--- src/rtl/ecc_pkg.sv ---
// Shared definitions for the ECC error monitor: error type codes, capture
// FSM states and the type-priority encoder.
package ecc_pkg;

    localparam logic [1:0] ERR_NONE  = 2'b00;
    localparam logic [1:0] ERR_SBIT  = 2'b01;
    localparam logic [1:0] ERR_DBIT  = 2'b10;
    localparam logic [1:0] ERR_FAULT = 2'b11;

    typedef enum logic {
        CAP_IDLE = 1'b0,
        CAP_HELD = 1'b1
    } cap_state_t;

    // Highest-severity flag wins: fault > dbit > sbit.
    function automatic logic [1:0] err_type(input logic fault, input logic dbit,
                                            input logic sbit);
        if (fault)     return ERR_FAULT;
        else if (dbit) return ERR_DBIT;
        else if (sbit) return ERR_SBIT;
        else           return ERR_NONE;
    endfunction

endpackage

--- src/rtl/ecc_sat_cnt.sv ---
// Saturating event counter; a clear coinciding with an increment leaves
// the count at 1 so the event is not lost.
module ecc_sat_cnt #(
    parameter int CNT_WIDTH = 16
) (
    input  logic                 clk,
    input  logic                 rst,
    input  logic                 inc,
    input  logic                 clr,
    output logic [CNT_WIDTH-1:0] cnt
);

    // NOTE: sequential state uses non-blocking (<=) so every register samples
    // pre-edge values regardless of process ordering in simulation.
    always_ff @(posedge clk or posedge rst) begin
        if (rst) begin
            cnt <= '0;
        end else if (clr) begin
            cnt <= {{(CNT_WIDTH-1){1'b0}}, inc};
        end else if (inc && (cnt != {CNT_WIDTH{1'b1}})) begin
            cnt <= cnt + 1'b1;
        end
    end

endmodule

--- src/rtl/ecc_137_err_mon.sv ---
// Read-path ECC monitor: registers the corrected word, counts events, holds
// sticky flags and a first-error capture, and drives a level interrupt.
module ecc_137_err_mon
    import ecc_pkg::*;
#(
    parameter int DATA_WIDTH  = 137,
    parameter int ADDR_WIDTH  = 8,
    parameter int CNT_WIDTH   = 16,
    parameter int SBIT_THRESH = 16
) (
    input  logic                  clk,
    input  logic                  rst,
    input  logic                  rd_vld,
    input  logic [ADDR_WIDTH-1:0] rd_addr,
    input  logic [DATA_WIDTH-1:0] data_in,
    input  logic                  sbit_err,
    input  logic                  dbit_err,
    input  logic                  ecc_fault,
    input  logic                  err_clr,
    input  logic                  cnt_clr,
    output logic [DATA_WIDTH-1:0] data_out,
    output logic                  data_vld,
    output logic [CNT_WIDTH-1:0]  sbit_cnt,
    output logic [CNT_WIDTH-1:0]  dbit_cnt,
    output logic [CNT_WIDTH-1:0]  fault_cnt,
    output logic [2:0]            err_sticky,
    output logic                  cap_vld,
    output logic [ADDR_WIDTH-1:0] cap_addr,
    output logic [1:0]            cap_type,
    output logic                  cap_ovf,
    output logic                  err_irq
);

    localparam int unsigned THRESH = SBIT_THRESH;

    logic                  sbit_ev, dbit_ev, fault_ev, any_ev;
    logic [1:0]            ev_type;
    logic [2:0]            sticky_nxt;
    logic [CNT_WIDTH-1:0]  sbit_cnt_nxt;
    logic                  irq_nxt;

    cap_state_t            state, state_nxt;
    logic [ADDR_WIDTH-1:0] cap_addr_nxt;
    logic [1:0]            cap_type_nxt;
    logic                  cap_ovf_nxt;

    assign sbit_ev  = rd_vld & sbit_err;
    assign dbit_ev  = rd_vld & dbit_err;
    assign fault_ev = rd_vld & ecc_fault;
    assign any_ev   = sbit_ev | dbit_ev | fault_ev;
    assign ev_type  = err_type(fault_ev, dbit_ev, sbit_ev);
    assign cap_vld  = (state == CAP_HELD);

    always_ff @(posedge clk or posedge rst) begin
        if (rst) begin
            data_out <= '0;
            data_vld <= 1'b0;
        end else begin
            data_vld <= rd_vld;
            if (rd_vld) data_out <= data_in;
        end
    end

    ecc_sat_cnt #(.CNT_WIDTH(CNT_WIDTH)) u_sbit_cnt (
        .clk(clk), .rst(rst), .inc(sbit_ev), .clr(cnt_clr), .cnt(sbit_cnt)
    );
    ecc_sat_cnt #(.CNT_WIDTH(CNT_WIDTH)) u_dbit_cnt (
        .clk(clk), .rst(rst), .inc(dbit_ev), .clr(cnt_clr), .cnt(dbit_cnt)
    );
    ecc_sat_cnt #(.CNT_WIDTH(CNT_WIDTH)) u_fault_cnt (
        .clk(clk), .rst(rst), .inc(fault_ev), .clr(cnt_clr), .cnt(fault_cnt)
    );

    // The irq register is fed from next-state values so it lines up with
    // the sticky flags and counters it summarises.
    always_comb begin
        sticky_nxt = (err_clr ? 3'b000 : err_sticky) | {fault_ev, dbit_ev, sbit_ev};
        if (cnt_clr)
            sbit_cnt_nxt = {{(CNT_WIDTH-1){1'b0}}, sbit_ev};
        else if (sbit_ev && (sbit_cnt != {CNT_WIDTH{1'b1}}))
            sbit_cnt_nxt = sbit_cnt + 1'b1;
        else
            sbit_cnt_nxt = sbit_cnt;
        irq_nxt = (|sticky_nxt[2:1]) | (32'(sbit_cnt_nxt) >= THRESH);
    end

    always_ff @(posedge clk or posedge rst) begin
        if (rst) begin
            err_sticky <= 3'b000;
            err_irq    <= 1'b0;
        end else begin
            err_sticky <= sticky_nxt;
            err_irq    <= irq_nxt;
        end
    end

    // NOTE: every always_comb output gets a default first; a path that skips
    // an assignment would otherwise infer a latch.
    always_comb begin
        state_nxt    = state;
        cap_addr_nxt = cap_addr;
        cap_type_nxt = cap_type;
        cap_ovf_nxt  = cap_ovf;
        unique case (state)
            CAP_IDLE: begin
                if (any_ev) begin
                    state_nxt    = CAP_HELD;
                    cap_addr_nxt = rd_addr;
                    cap_type_nxt = ev_type;
                    cap_ovf_nxt  = 1'b0;
                end
            end
            CAP_HELD: begin
                if (err_clr && any_ev) begin
                    cap_addr_nxt = rd_addr;
                    cap_type_nxt = ev_type;
                    cap_ovf_nxt  = 1'b0;
                end else if (err_clr) begin
                    state_nxt    = CAP_IDLE;
                    cap_addr_nxt = '0;
                    cap_type_nxt = ERR_NONE;
                    cap_ovf_nxt  = 1'b0;
                end else if (any_ev) begin
                    cap_ovf_nxt  = 1'b1;
                end
            end
            default: state_nxt = CAP_IDLE;
        endcase
    end

    always_ff @(posedge clk or posedge rst) begin
        if (rst) begin
            state    <= CAP_IDLE;
            cap_addr <= '0;
            cap_type <= ERR_NONE;
            cap_ovf  <= 1'b0;
        end else begin
            state    <= state_nxt;
            cap_addr <= cap_addr_nxt;
            cap_type <= cap_type_nxt;
            cap_ovf  <= cap_ovf_nxt;
        end
    end

endmodule
--- config.mk ---
export PLATFORM = sky130hd
export DESIGN_NAME = ecc_137_err_mon
export DESIGN_NICKNAME = d
export VERILOG_FILES = /design/src/rtl/ecc_pkg.sv /design/src/rtl/ecc_sat_cnt.sv /design/src/rtl/ecc_137_err_mon.sv
export SDC_FILE = /design/constraint.sdc
export NUM_CORES = 1
export LEC_CHECK = 0
export CORE_ASPECT_RATIO = 1.4
export CORE_UTILIZATION = 40
export CTS_BUF_LIST = sky130_fd_sc_hd__clkbuf_8
export DETAILED_ROUTE_END_ITERATION = 10
export HOLD_SLACK_MARGIN = 0.12
export MAX_ROUTING_LAYER = met4
export PLACE_DENSITY = 0.81
export SLEW_MARGIN = 30
export SYNTH_ARGS = -nofsm -noshare
export SYNTH_HDL_FRONTEND = slang
export SYNTH_SLANG_ARGS = --single-unit
--- constraint.sdc ---
create_clock -name clk -period 18.6 [get_ports clk]
set_clock_uncertainty 0.15 [all_clocks]
set_input_delay 3.72 -clock clk [delete_from_list [all_inputs] [get_ports clk]]
set_output_delay 3.72 -clock clk [all_outputs]
set_load 0.02 [all_outputs]
==> results of run 1 <==
-- where the power goes --
group          leakage [nW]  switching, mW  internal, mW
sequential             2.48         0.0202         0.475
combinational          2.39          0.100         0.118
clock                 0.374          0.171         0.214
total                  5.24          0.291         0.807
-- logic make-up (layout without fill, tap and decap cells) --
group                      Yosys count  count (layout)
AOI/OAI and AO/OA                   37              37
and+or+nand+nor                    157             157
xor gates and xnor gates            40              40
adders and majority gates            3               3
DFF                                202             202
muxes                              143             143
other                                0               1
buffers and inverters               40             426
-- metrics by stage --
stage	setup slack, ps	utilization, %	instance area [um2]
2_1_floorplan	9220	-	8270
3_3_place_gp	11900	60.1	12100
3_5_place_dp	11850	60.1	12100
4_1_cts	12390	63.4	12700
5_1_grt	12250	63.4	12700
6_report	12410	63.4	12700
-- per-layer routing --
metal / routed length (um) / track usage, % / vias to the layer above
met5: 0 / - / -
met4: 520 / 7.65 / 0
met3: 2280 / 8.38 / 36
met2: 11700 / 37.1 / 291
met1: 8590 / 24.5 / 3077
li1: - / - / 2924
-- worst register-to-register path: stages, from the launching register on --
cell and delay (ps):
dfrtp_1 450, ha_1 350, nand4_1 200, nor4_2 510
nor4_1 120, xnor2_1 250, nand4_1 140, o31ai_2 260
nand3b_1 90
-- how the worst min path moves through the flow --
stage	from	endpoint	slack (ps)	cells after the start
3_3_place_gp	cap_type[1]	cap_type[1]	310	2
2_1_floorplan	cap_type[1]	cap_type[1]	440	2
3_5_place_dp	cap_type[0]	cap_type[0]	330	1
4_1_cts	cap_type[0]	cap_type[0]	340	1
6_report	cap_type[0]	cap_type[0]	340	1
5_1_grt	cap_type[0]	cap_type[0]	360	1
-- final cells by class --
class | instances | share of cell area [%]
Sequential cell | 202 | 39.7
Timing Repair Buffer | 357 | 28.0
Clock inverter | 10 | 0.314
Antenna cell | 1 | 0.0197
Inverter | 14 | 0.511
Tap cell | 252 | 2.48
Clock buffer | 45 | 4.86
Multi-Input combinational cell | 380 | 24.1
-- registers in the layout, summed over array words and instances (netlist names) --
name             flops
data_out           137
u_dbit_cnt.cnt      16
cap_addr             8
u_fault_cnt.cnt     16
err_sticky           3
data_vld             1
err_irq              1
cap_vld              1
cap_ovf              1
u_sbit_cnt.cnt      16
cap_type             2
-- placed cells by master (no fill, tap or decap), types with 6 or more instances in the layout --
cell / count
a21oi_1: 6
a22o_1: 8
clkbuf_8: 45
clkdlybuf4s50_1: 353
dfrtp_1: 202
inv_1: 21
mux2_2: 137
nand2_1: 25
nand3_1: 19
nand4_1: 15
nor2_1: 63
nor3_1: 8
o21ai_0: 10
xnor2_1: 19
xor2_1: 21
==> results.yml, run 1 <==
status:
  status: "completed"
power_and_ir_drop:
  ir_drop_mv: 0.0675
  finalPower_mw: 1.10
  p_per_area_nw_per_um2: 86.2
  total_leakage_power_nw: 5.24
logic_synthesis:
  synth_nets: 778
  synth_common_cells: "202 x dfrtp_1, 137 x mux2_2, 63 x nor2_1, 25 x nand2_1, 21 x xor2_1"
  ys_warn_count: 0
  yosys.cell_types.count: 47
  yosysMostFrequentCell: "dfrtp_1"
  synth_top_family_by_area: "multiplexers"
  synth_area_leaders: "dfrtp_1 61%, mux2_2 19%, nor2_1 2.9%, xor2_1 2.2%, xnor2_1 2.0%"
  synth_adder_area_share_pct: 0.454
  synthArstFlopShare_pct: 100
  synthXorXnorAreaFrac_pct: 4.23
  muxShareOfSynthArea_pct: 19.4
  syn_area_um2: 8270
  synth-edff-count: 0
  synth-compound-area-share_pct: 3.21
  synth_seq_cells: 202
  yosys.area.top_type: "dfrtp_1"
  syn_area_per_cell_um2: 13.3
  netlist_instances: 622
  yosys.area.top_type_share_pct: 61.1
  synth-simple-area-share_pct: 9.77
  seq_area_frac_synth_pct: 61.1
  synthFlopType: "dfrtp_1"
final_layout:
  seqCellArea_um2: 5050
  instances_no_fill: 1261
  final_layout_size_suffix_gt1_share_pct: 19.8
  syn_to_final_growth_pct: 53.9
  nFillCells: 1541
  final_nets: 1145
  multiInputGateArea_um2: 3070
critical_path:
  cp_max_fo: 89
  critical_path_class: "input pin to flip-flop"
  worst-r2r-cell-count: 8
  endpoint: "err_irq"
  r2r_slack_ps: 15960
  r2r-end: "err_irq"
  crit_arrival_ps: 6410
  r2r-start: "u_sbit_cnt.cnt[0]"
  cp-end-kind: "flip-flop"
  crit_path_top_delay_cell: "or4_4"
  cp_top_family: "simple AND/OR/NAND/NOR gates"
  cp_cell_sequence: "buf_6 -> nand2_1 -> or4_4 -> nor4b_4 -> mux2i_1 -> nand4_1 -> o31ai_2 -> nand3b_1"
  cp_slowest_stage_delay_ps: 630
  start_kind: "input pin"
  required_ps: 18820
  cp-startpoint: "rd_vld"
  worst-path-buf-inv: 1
  path_depth: 8
detailed_routing:
  wirelength_mm: 23.1
  viasPerCell: 5.02
  wl_per_cell_um: 18.4
  final_antenna_net_count: 0
  dr.first_iter.drc_count: 318
  vias: 6328
  drc: 0
  dr.pass1.iters: 4
floorplanning:
  pin_count: 355
  core_um2: 20100
  die_y_um: 172
  die-area_um2: 21300
  start_util_pct: 41.2
  die_w_um: 124
  rows: 61
grt:
  grt_pass1_vias: 6623
  grt_start_max_net_pins: 132
  globalRouteTotalUtil_pct: 22.4
  antenna_found_initial: 1
  grt.overflow.total: 0
  grt_pass1_wl_mm: 34.8
clock_network:
  holdBufCountCts: 0
  cts.repair.resized: 0
  clk_latency_ps: 500
  numClockSinks: 202
  cts-buffers-inserted: 34
  cts.clk_slew.worst_paths_ps: 60
  cts_max_level: 2
  cts_tree: "yes"
  cts_root_buf: "clkbuf_8"
  clockBufferDepth: 3
  postCtsSetupBuffers: 0
sta:
  slew_headroom_pct: 34.1
  setup-tns-final_ps: 0
  max_freq_ghz: 0.162
  drv_slew: 0
  timing.final.crit_period_ps: 6190
  holdWs_ps: 336
  rsz0062_at_grt: "false"
  worst_pin_slew_ps: 988
  finalSetupViolations: 0
  final_hold_viol_count: 0
  period_share_pct: 33.3
placed_design:
  placedCellCount: 1205
  gp_congestion: 0.906
  dpl.hpwl_mm: 16.9
  portBuffers: 354
run:
  max-cap-violations: 0
min_path:
  hp-class: "flip-flop to flip-flop"
Power figures use the tool's default switching activity.
==> run 2, diff against run 1 <==
==> constraint.sdc (replaced) <==
create_clock -name clk -period 5.9 [get_ports clk]
set_clock_uncertainty 0.15 [all_clocks]
set_input_delay 1.18 -clock clk [delete_from_list [all_inputs] [get_ports clk]]
set_output_delay 1.18 -clock clk [all_outputs]
set_load 0.02 [all_outputs]
==> run 2 against run 1 <==
Net effect: wire length up 0.79%; flip-flop and latch count stayed put; largest cell class unchanged; critical path type unchanged; count of clock-buffer cells in the layout down 6; first-iteration DRC count grew 6.9%; setup slack got worse by 10000 ps; combinational power rose to 3.2 times the previous value; non-clock buffer count up 1; sequential power grew to 3.2 times the previous value; register-to-register slack got worse by 13000 ps.
==> results.yml, run 2 (synthesis gave the netlist of run 1 again) <==
critical_path:
  r2r-end: "err_irq"
  cp-end-kind: "flip-flop"
  critical_path_class: "input pin to flip-flop"
  worst-r2r-cell-count: 8
  required_ps: 6130
  r2r-start: "u_sbit_cnt.cnt[0]"
  cp_max_fo: 72
  crit_path_top_delay_cell: "or4_4"
  worst-path-buf-inv: 1
  cp_cell_sequence: "buf_6 -> nand2_1 -> or4_4 -> nor4b_4 -> mux2i_1 -> nand4_1 -> o31ai_2 -> nand3b_1"
  crit_arrival_ps: 3770
  cp_top_family: "simple AND/OR/NAND/NOR gates"
  cp_slowest_stage_delay_ps: 620
  start_kind: "input pin"
  r2r_slack_ps: 3260
final_layout:
  seqCellArea_um2: 5050
  nFillCells: 1568
  top_register: "data_out"
  final_nets: 1146
  final_cell_mix: "352 x clkdlybuf4s50_1, 202 x dfrtp_1, 137 x mux2_2, 63 x nor2_1, 39 x clkbuf_8"
  final_common_cell: "clkdlybuf4s50_1"
  multiInputGateArea_um2: 3070
  final_layout_size_suffix_gt1_share_pct: 19.6
  antenna_cells: 0
  largest_reg_flops: 137
  syn_to_final_growth_pct: 53.6
floorplanning:
  rows: 61
  die-area_um2: 21300
  pin_count: 355
  die_w_um: 124
  core_um2: 20100
  die_y_um: 172
  start_util_pct: 41.2
sta:
  slew_headroom_pct: 44.0
  rsz0062_at_grt: "false"
  final_hold_viol_count: 0
  drv_slew: 0
  period_share_pct: 60.0
  finalSetupViolations: 0
  worst_pin_slew_ps: 839
  setup-tns-final_ps: 0
  timing.final.crit_period_ps: 3540
  max_freq_ghz: 0.283
grt:
  grt_busiest_layer: "met2"
  grt_start_max_net_pins: 116
  globalRouteTotalUtil_pct: 22.6
  grt_pass1_vias: 6686
  antenna_found_initial: 0
  grt_use_met2_pct: 37.6
  grt.overflow.total: 0
  grt_pass1_wl_mm: 35.2
  grt_use_met1_pct: 24.7
  grtUsageMet3_pct: 7.62
clock_network:
  cts.repair.resized: 0
  cts.clk_slew.worst_paths_ps: 60
  clockBufferDepth: 3
  cts_root_buf: "clkbuf_8"
  cts_max_level: 2
  numClockSinks: 202
  holdBufCountCts: 0
  postCtsSetupBuffers: 0
  clk_latency_ps: 500
  cts_tree: "yes"
  cts-buffers-inserted: 34
run:
  max-cap-violations: 0
detailed_routing:
  final_antenna_net_count: 0
  viasPerCell: 5.02
  dr.pass1.iters: 4
  drc: 0
  dr.first_iter.drc_count: 340
  vias: 6356
  wirelength_mm: 23.3
  wl_per_cell_um: 18.4
min_path:
  hold_path_end: "cap_type[1]"
  hp-class: "flip-flop to flip-flop"
  min_path_cells: 2
  min-delay-start: "cap_type[1]"
power_and_ir_drop:
  ir_drop_mv: 0.245
  total_leakage_power_nw: 5.25
  finalPower_mw: 3.41
  p_per_area_nw_per_um2: 268
placed_design:
  portBuffers: 354
  gp_congestion: 0.915
  dpl.hpwl_mm: 16.9
status:
  status: "completed"
[run 2: worst max path at each step]
stage,depth (start not counted),slack (ps),startpoint,endpoint
finish,8,2360,rd_vld,err_irq
global route,8,2190,rd_vld,err_irq
CTS,8,2380,rd_vld,err_irq
detailed placement,8,1840,rd_vld,err_irq
global placement,8,1880,rd_vld,err_irq
floorplan,1,1950,rst,cap_addr[0]
[run 2: cell type report]
class | count | share of cell area, %
flip-flops and latches | 202 | 39.8
repair buffers | 358 | 28.2
multi-input cells | 380 | 24.2
clock buffers | 39 | 4.22
well taps | 252 | 2.48
clock inverters | 20 | 0.689
inverters | 14 | 0.443
[run 2: where the power goes]
part	switching (mW)	total, mW	internal [mW]	leakage (nW)
Combinational	0.318	0.690	0.372	2.40
Clock	0.552	1.16	0.605	0.383
Sequential	0.0641	1.56	1.50	2.48
Total	0.934	3.41	2.47	5.25
[run 2: layer usage]
metal	up-vias	share of wire (%)
li1	2911	-
met4	0	2.8
met5	-	0
met2	283	52
met1	3121	37
met3	41	8.9
[run 2: metrics by stage]
step | cell area, um2 | utilization, % | setup WS [ps] | hold WS, ps | std cells
2_1_floorplan | 8280 | - | 1950 | 440 | 622
3_3_place_gp | 12100 | 60.2 | 1880 | 315 | 1206
3_5_place_dp | 12100 | 60.2 | 1840 | 320 | 1206
4_1_cts | 12700 | 63.3 | 2380 | 333 | 1265
5_1_grt | 12700 | 63.3 | 2190 | 363 | 1265
6_report | 12700 | 63.3 | 2360 | 330 | 1265
[run 2: worst reg2reg max path, delay by kind of cell, from the launching register on]
kind                     cells  cell delay, ps
AO/OA/AOI/OAI                2             320
adder cells (fa/ha/maj)      1             360
buffers and inverters        1             110
flip-flops                   1             430
multiplexers                 1             360
AND/OR/NAND/NOR              3             860
